==> config.mk <==
export PLATFORM = sky130hd
export DESIGN_NAME = rep_code_serial_tx
export DESIGN_NICKNAME = d
export VERILOG_FILES = /design/src/rtl/rep_code_serial_tx.sv
export SDC_FILE = /design/constraint.sdc
export NUM_CORES = 1
export LEC_CHECK = 0
export ABC_CLOCK_PERIOD_IN_PS = 2600
export CAP_MARGIN = 10
export CORE_AREA = 2 2 70 56
export DETAILED_ROUTE_END_ITERATION = 16
export DIE_AREA = 0 0 72 58
export GPL_ROUTABILITY_DRIVEN = 1
export GPL_TIMING_DRIVEN = 1
export SLEW_MARGIN = 20
export SYNTH_ARGS = -nofsm -noshare
export SYNTH_HDL_FRONTEND = slang
export SYNTH_SLANG_ARGS = --single-unit
==> constraint.sdc <==
create_clock -name clk -period 2.6 [get_ports clk]
set_input_delay 0.26 -clock clk [delete_from_list [all_inputs] [get_ports clk]]
set_output_delay 0.26 -clock clk [all_outputs]
set_load 0.02 [all_outputs]
==> src/rtl/rep_code_serial_tx.sv <==
// Repetition-code serial transmitter: each data bit is driven for REP chips, LSB first.
// Optional macro REP_CODE_TX_PARITY_EN appends an even-parity bit after the data bits.
module rep_code_serial_tx #(
  parameter int DATA_W = 8,
  parameter int REP    = 3
) (
  input  logic              clk,
  input  logic              rst,
  input  logic              in_valid,
  output logic              in_ready,
  input  logic [DATA_W-1:0] in_data,
  output logic              tx_out,
  output logic              tx_frame,
  output logic              busy
);

  localparam int CHIP_W = (REP > 1) ? $clog2(REP) : 1;
`ifdef REP_CODE_TX_PARITY_EN
  localparam int BIT_MAX = DATA_W;
`else
  localparam int BIT_MAX = DATA_W - 1;
`endif
  localparam int BIT_W = (BIT_MAX > 0) ? $clog2(BIT_MAX + 1) : 1;

  typedef enum logic [1:0] {
    IDLE   = 2'd0,
    SEND   = 2'd1,
    PARITY = 2'd2
  } state_t;

  state_t              state_reg, state_next;
  logic [DATA_W-1:0]   sreg_reg, sreg_next;
  logic [CHIP_W-1:0]   chip_cnt_reg, chip_cnt_next;
  logic [BIT_W-1:0]    bit_cnt_reg, bit_cnt_next;
  logic                tx_out_reg, tx_out_next;
  logic                tx_frame_reg, tx_frame_next;
  logic                ready_en_reg;
`ifdef REP_CODE_TX_PARITY_EN
  logic                parity_reg, parity_next;
`endif

  logic last_chip, last_bit, accept;

  assign last_chip = (chip_cnt_reg == CHIP_W'(REP - 1));
  assign last_bit  = (bit_cnt_reg == BIT_W'(DATA_W - 1));

  // ready_en_reg keeps in_ready low until the first edge after reset release
  always_comb begin
    in_ready = 1'b0;
    case (state_reg)
      IDLE:   in_ready = ready_en_reg;
`ifdef REP_CODE_TX_PARITY_EN
      PARITY: in_ready = last_chip;
`else
      SEND:   in_ready = last_chip && last_bit;
`endif
      default: in_ready = 1'b0;
    endcase
  end

  assign accept   = in_valid && in_ready;
  assign tx_out   = tx_out_reg;
  assign tx_frame = tx_frame_reg;
  assign busy     = tx_frame_reg;

  always_ff @(posedge clk or posedge rst) begin
    if (rst) begin
      state_reg    <= IDLE;
      sreg_reg     <= '0;
      chip_cnt_reg <= '0;
      bit_cnt_reg  <= '0;
      tx_out_reg   <= 1'b0;
      tx_frame_reg <= 1'b0;
      ready_en_reg <= 1'b0;
`ifdef REP_CODE_TX_PARITY_EN
      parity_reg   <= 1'b0;
`endif
    end else begin
      state_reg    <= state_next;
      sreg_reg     <= sreg_next;
      chip_cnt_reg <= chip_cnt_next;
      bit_cnt_reg  <= bit_cnt_next;
      tx_out_reg   <= tx_out_next;
      tx_frame_reg <= tx_frame_next;
      ready_en_reg <= 1'b1;
`ifdef REP_CODE_TX_PARITY_EN
      parity_reg   <= parity_next;
`endif
    end
  end

  always_comb begin
    state_next    = state_reg;
    sreg_next     = sreg_reg;
    chip_cnt_next = chip_cnt_reg;
    bit_cnt_next  = bit_cnt_reg;
    tx_out_next   = tx_out_reg;
    tx_frame_next = tx_frame_reg;
`ifdef REP_CODE_TX_PARITY_EN
    parity_next   = parity_reg;
`endif

    case (state_reg)
      SEND: begin
        if (!last_chip) begin
          chip_cnt_next = chip_cnt_reg + 1'b1;
        end else begin
          chip_cnt_next = '0;
          if (!last_bit) begin
            sreg_next    = sreg_reg >> 1;
            tx_out_next  = sreg_next[0];
            bit_cnt_next = bit_cnt_reg + 1'b1;
          end else begin
`ifdef REP_CODE_TX_PARITY_EN
            state_next   = PARITY;
            tx_out_next  = parity_reg;
            bit_cnt_next = bit_cnt_reg + 1'b1;
`else
            state_next    = IDLE;
            tx_out_next   = 1'b0;
            tx_frame_next = 1'b0;
`endif
          end
        end
      end
`ifdef REP_CODE_TX_PARITY_EN
      PARITY: begin
        if (!last_chip) begin
          chip_cnt_next = chip_cnt_reg + 1'b1;
        end else begin
          chip_cnt_next = '0;
          state_next    = IDLE;
          tx_out_next   = 1'b0;
          tx_frame_next = 1'b0;
        end
      end
`endif
      default: ;
    endcase

    // A new word can only be taken in IDLE or on the final chip, so it overrides the frame end
    if (accept) begin
      state_next    = SEND;
      sreg_next     = in_data;
      chip_cnt_next = '0;
      bit_cnt_next  = '0;
      tx_out_next   = in_data[0];
      tx_frame_next = 1'b1;
`ifdef REP_CODE_TX_PARITY_EN
      parity_next   = ^in_data;
`endif
    end
  end

endmodule

==> flow_summary_export.csv <==
group,metric,value,unit
pwr,p_leak,0.489,nW
pwr,p_switching,0.369,mW
pwr,switching_share,0.333,
critical_path,worst_r2r_startpoint,"bit_cnt_reg[0]",
placement,hpwlAfterDp,1.04,mm
routing,dr_total_vias,534,
critical_path,cp_max_fo,6,
floorplan,die_area,4180,um^2
pwr,intPower,0.740,mW
floorplan,die_w,72,um
sta,tightest_slew,0.579,ns
cells_and_area,fin_cells,127,
critical_path,critPathMostFrequentCell,"ha_1",
clock_tree,postCtsResizedCells,0,
critical_path,worst-r2r-setup-slack,0.53,ns
floorplan,core-area,3490,um^2
cells_and_area,final_util,0.300,
global_routing,antenna_found_initial,0,
global_routing,grt_max_degree,16,
logic_synthesis,synth-async-reset-ratio,1.00,
logic_synthesis,ys_ff_latch,15,
global_routing,globalRoute.totalOverflow,0,
critical_path,path_class,"flip-flop to output pin",
cells_and_area,final_layout_size_suffix_gt1_frac,0.212,
cells_and_area,num-nets-final,99,
run_status,outcome,"finished, final reports clean",
logic_synthesis,netlist_area,840,um^2
logic_synthesis,yosys.area.top_type_share,0.447,
pwr,peakVddDrop,0.000263,V
clock_tree,hold_buffers,0,
routing,routed_wl,1.40,mm
placement,port_buffers,14,
logic_synthesis,synth_flop_cell,"dfrtp_1",
cells_and_area,area_growth,24.7,%
floorplan,ioPinCount,15,
clock_tree,cts_inserted_buffers,3,
routing,first_pass_iters,4,
logic_synthesis,synth_warnings,0,
logic_synthesis,synth_fp_nets,83,
pwr,pwr-share-seq,0.382,
clock_tree,post_cts_buffers,0,
floorplan,row_count,19,
clock_tree,cts_tree,"built",
clock_tree,clk_path_buf_depth,2,
cells_and_area,largest_reg_flops,7,
cells_and_area,antenna_cells,0,
sta,finalSetupViolCount,0,
worst_hold_path,min_path_type,"input pin to async pin",
logic_synthesis,synth_cell_type_count,25,
global_routing,grt_pass1_wl,2.45,mm
critical_path,slowest_stage,"clkdlybuf4s50_1",
clock_tree,cts.htree.levels,1,
floorplan,initial_core_util,0.240,
sta,drv_slew,0,
critical_path,crit_family,"buffers and inverters",
clock_tree,clk_root_buffer_cell,"clkbuf_8",
job,max-cap-violations,0,
logic_synthesis,synth_area_leader_cell,"dfrtp_1",
critical_path,required,2.34,ns
global_routing,grtUsageTotal,0.0777,
routing,avgViaCountPerCell,4.20,
critical_path,timing.rr.end,"sreg_reg[5]",
clock_tree,clk-insertion-delay-late,0.24,ns
placement,routabilityCongestion,0.717,
pwr,powerDensity,1060,nW/um^2
critical_path,end_kind,"output pin",
sta,slew_headroom,0.610,
critical_path,cp_cell_sequence,"ha_1 -> ha_1 -> nand4b_4 -> nand2_1 -> clkdlybuf4s50_1",
cells_and_area,fillers,365,
sta,grt_setup_unrepaired,"no",
critical_path,cp_slowest_stage_delay,0.60,ns
sta,skew,0.00100,ns
logic_synthesis,post-synth-top-count-cell,"dfrtp_1",
sta,fmax,0.469,GHz
sta,fin_tns_setup,0,ns
floorplan,die_y,58,um
logic_synthesis,syn_inst,70,
logic_synthesis,netlist_top_cells_count,"dfrtp_1 (15), nor2_1 (7), a21oi_1 (5), inv_1 (5), mux2_4 (5)",
critical_path,worst-path-stages,5,
global_routing,grt_pass1_vias,524,
routing,final_antenna_net_count,0,
placement,placed_cells,123,
pwr,p_clk_frac,0.169,
routing,drt-initial-drc-count,48,
routing,drc_errors,0,
sta,min_period_over_period,0.820,
critical_path,crit_arrival,1.87,ns
critical_path,path_buf_inv,1,
pwr,power_frac_comb,0.449,
critical_path,r2r.worst_path.cells,5,
sta,timing.hold.ws,0.370,ns
critical_path,startpoint_type,"flip-flop",
logic_synthesis,seq_area_frac_synth,0.447,
logic_synthesis,synth_area_leaders,"dfrtp_1 (45%), mux2_4 (8.9%), a221oi_2 (5.4%)",
routing,wl_per_cell,11.0,um
logic_synthesis,avgSynthCellArea,12.0,um^2
logic_synthesis,synth_edf_count,0,
pwr,power.total,1.11,mW
sta,fin_crit,2.13,ns
sta,finalHoldViolations,0,
clock_tree,cts_sinks,15,
clock_tree,clkTransAtPathRegs,0.06,ns
-- worst max-delay path by stage --
| stage | end | from |
|---|---|---|
| finish | in_ready | bit_cnt_reg[0] |
| global route | in_ready | bit_cnt_reg[0] |
| CTS | in_ready | bit_cnt_reg[0] |
| detailed placement | sreg_reg[1] | bit_cnt_reg[0] |
| global placement | sreg_reg[5] | bit_cnt_reg[0] |
| floorplan | sreg_reg[1] | bit_cnt_reg[0] |
-- cell type report --
cell class | instances | area, um^2 | share of cell area
well taps | 42 | 52.6 | 0.0502
multi-input cells | 47 | 415 | 0.397
flip-flops and latches | 15 | 375 | 0.358
inverters | 5 | 18.8 | 0.0179
repair buffers | 14 | 140 | 0.134
clock buffers | 4 | 45.0 | 0.0430
-- through the flow --
step | cell area [um^2] | setup WS [ns]
2_1_floorplan | 840 | 0.741
3_3_place_gp | 1000 | 0.573
3_5_place_dp | 1000 | 0.542
4_1_cts | 1050 | 0.463
5_1_grt | 1050 | 0.371
6_report | 1050 | 0.468
-- layer usage --
metal,track usage,share of wire,vias to the layer above
met4,0.0404,0.020,0
met5,0,0,-
li1,-,-,271
met2,0.102,0.40,14
met1,0.111,0.52,247
met3,0.0278,0.060,2
-- power by group through the flow --
stage / Combinational [mW] / Sequential, mW / Clock, mW
2_1_floorplan: 0.402 / 0.425 / 0
3_3_place_gp: 0.492 / 0.426 / 0
3_5_place_dp: 0.504 / 0.430 / 0
4_1_cts: 0.506 / 0.426 / 0.191
5_1_grt: 0.552 / 0.443 / 0.202
6_report: 0.498 / 0.423 / 0.187
-- cells in the final DEF, fill, tap and decap left out, types with 3 or more instances in the layout --
master           Yosys  layout
a21oi_1              5       5
dfrtp_1             15      15
inv_1                5       5
clkdlybuf4s50_1      0      14
nand2b_1             3       3
a221oi_2             3       3
mux2_4               5       5
clkbuf_8             0       3
nor2_1               7       7
mux2_2               4       4
-- worst reg2reg max path, stage by stage, from the launching register on --
cell and delay [ns]:
dfrtp_1 0.39, ha_1 0.20, ha_1 0.25, and4bb_4 0.50, mux2_2 0.37, mux2_4 0.25
-- cell families after synthesis --
family / Yosys count / share of synthesized area
xor gates and xnor gates: 1 / 0.0104
AOI/OAI and AO/OA: 11 / 0.110
muxes: 11 / 0.167
and+or+nand+nor: 21 / 0.173
adders and majority gates: 2 / 0.0298
other: 1 / 0.00447
buffers and inverters: 8 / 0.0581
DFF: 15 / 0.447
No activity file was read; power rests on OpenSTA's default activity.
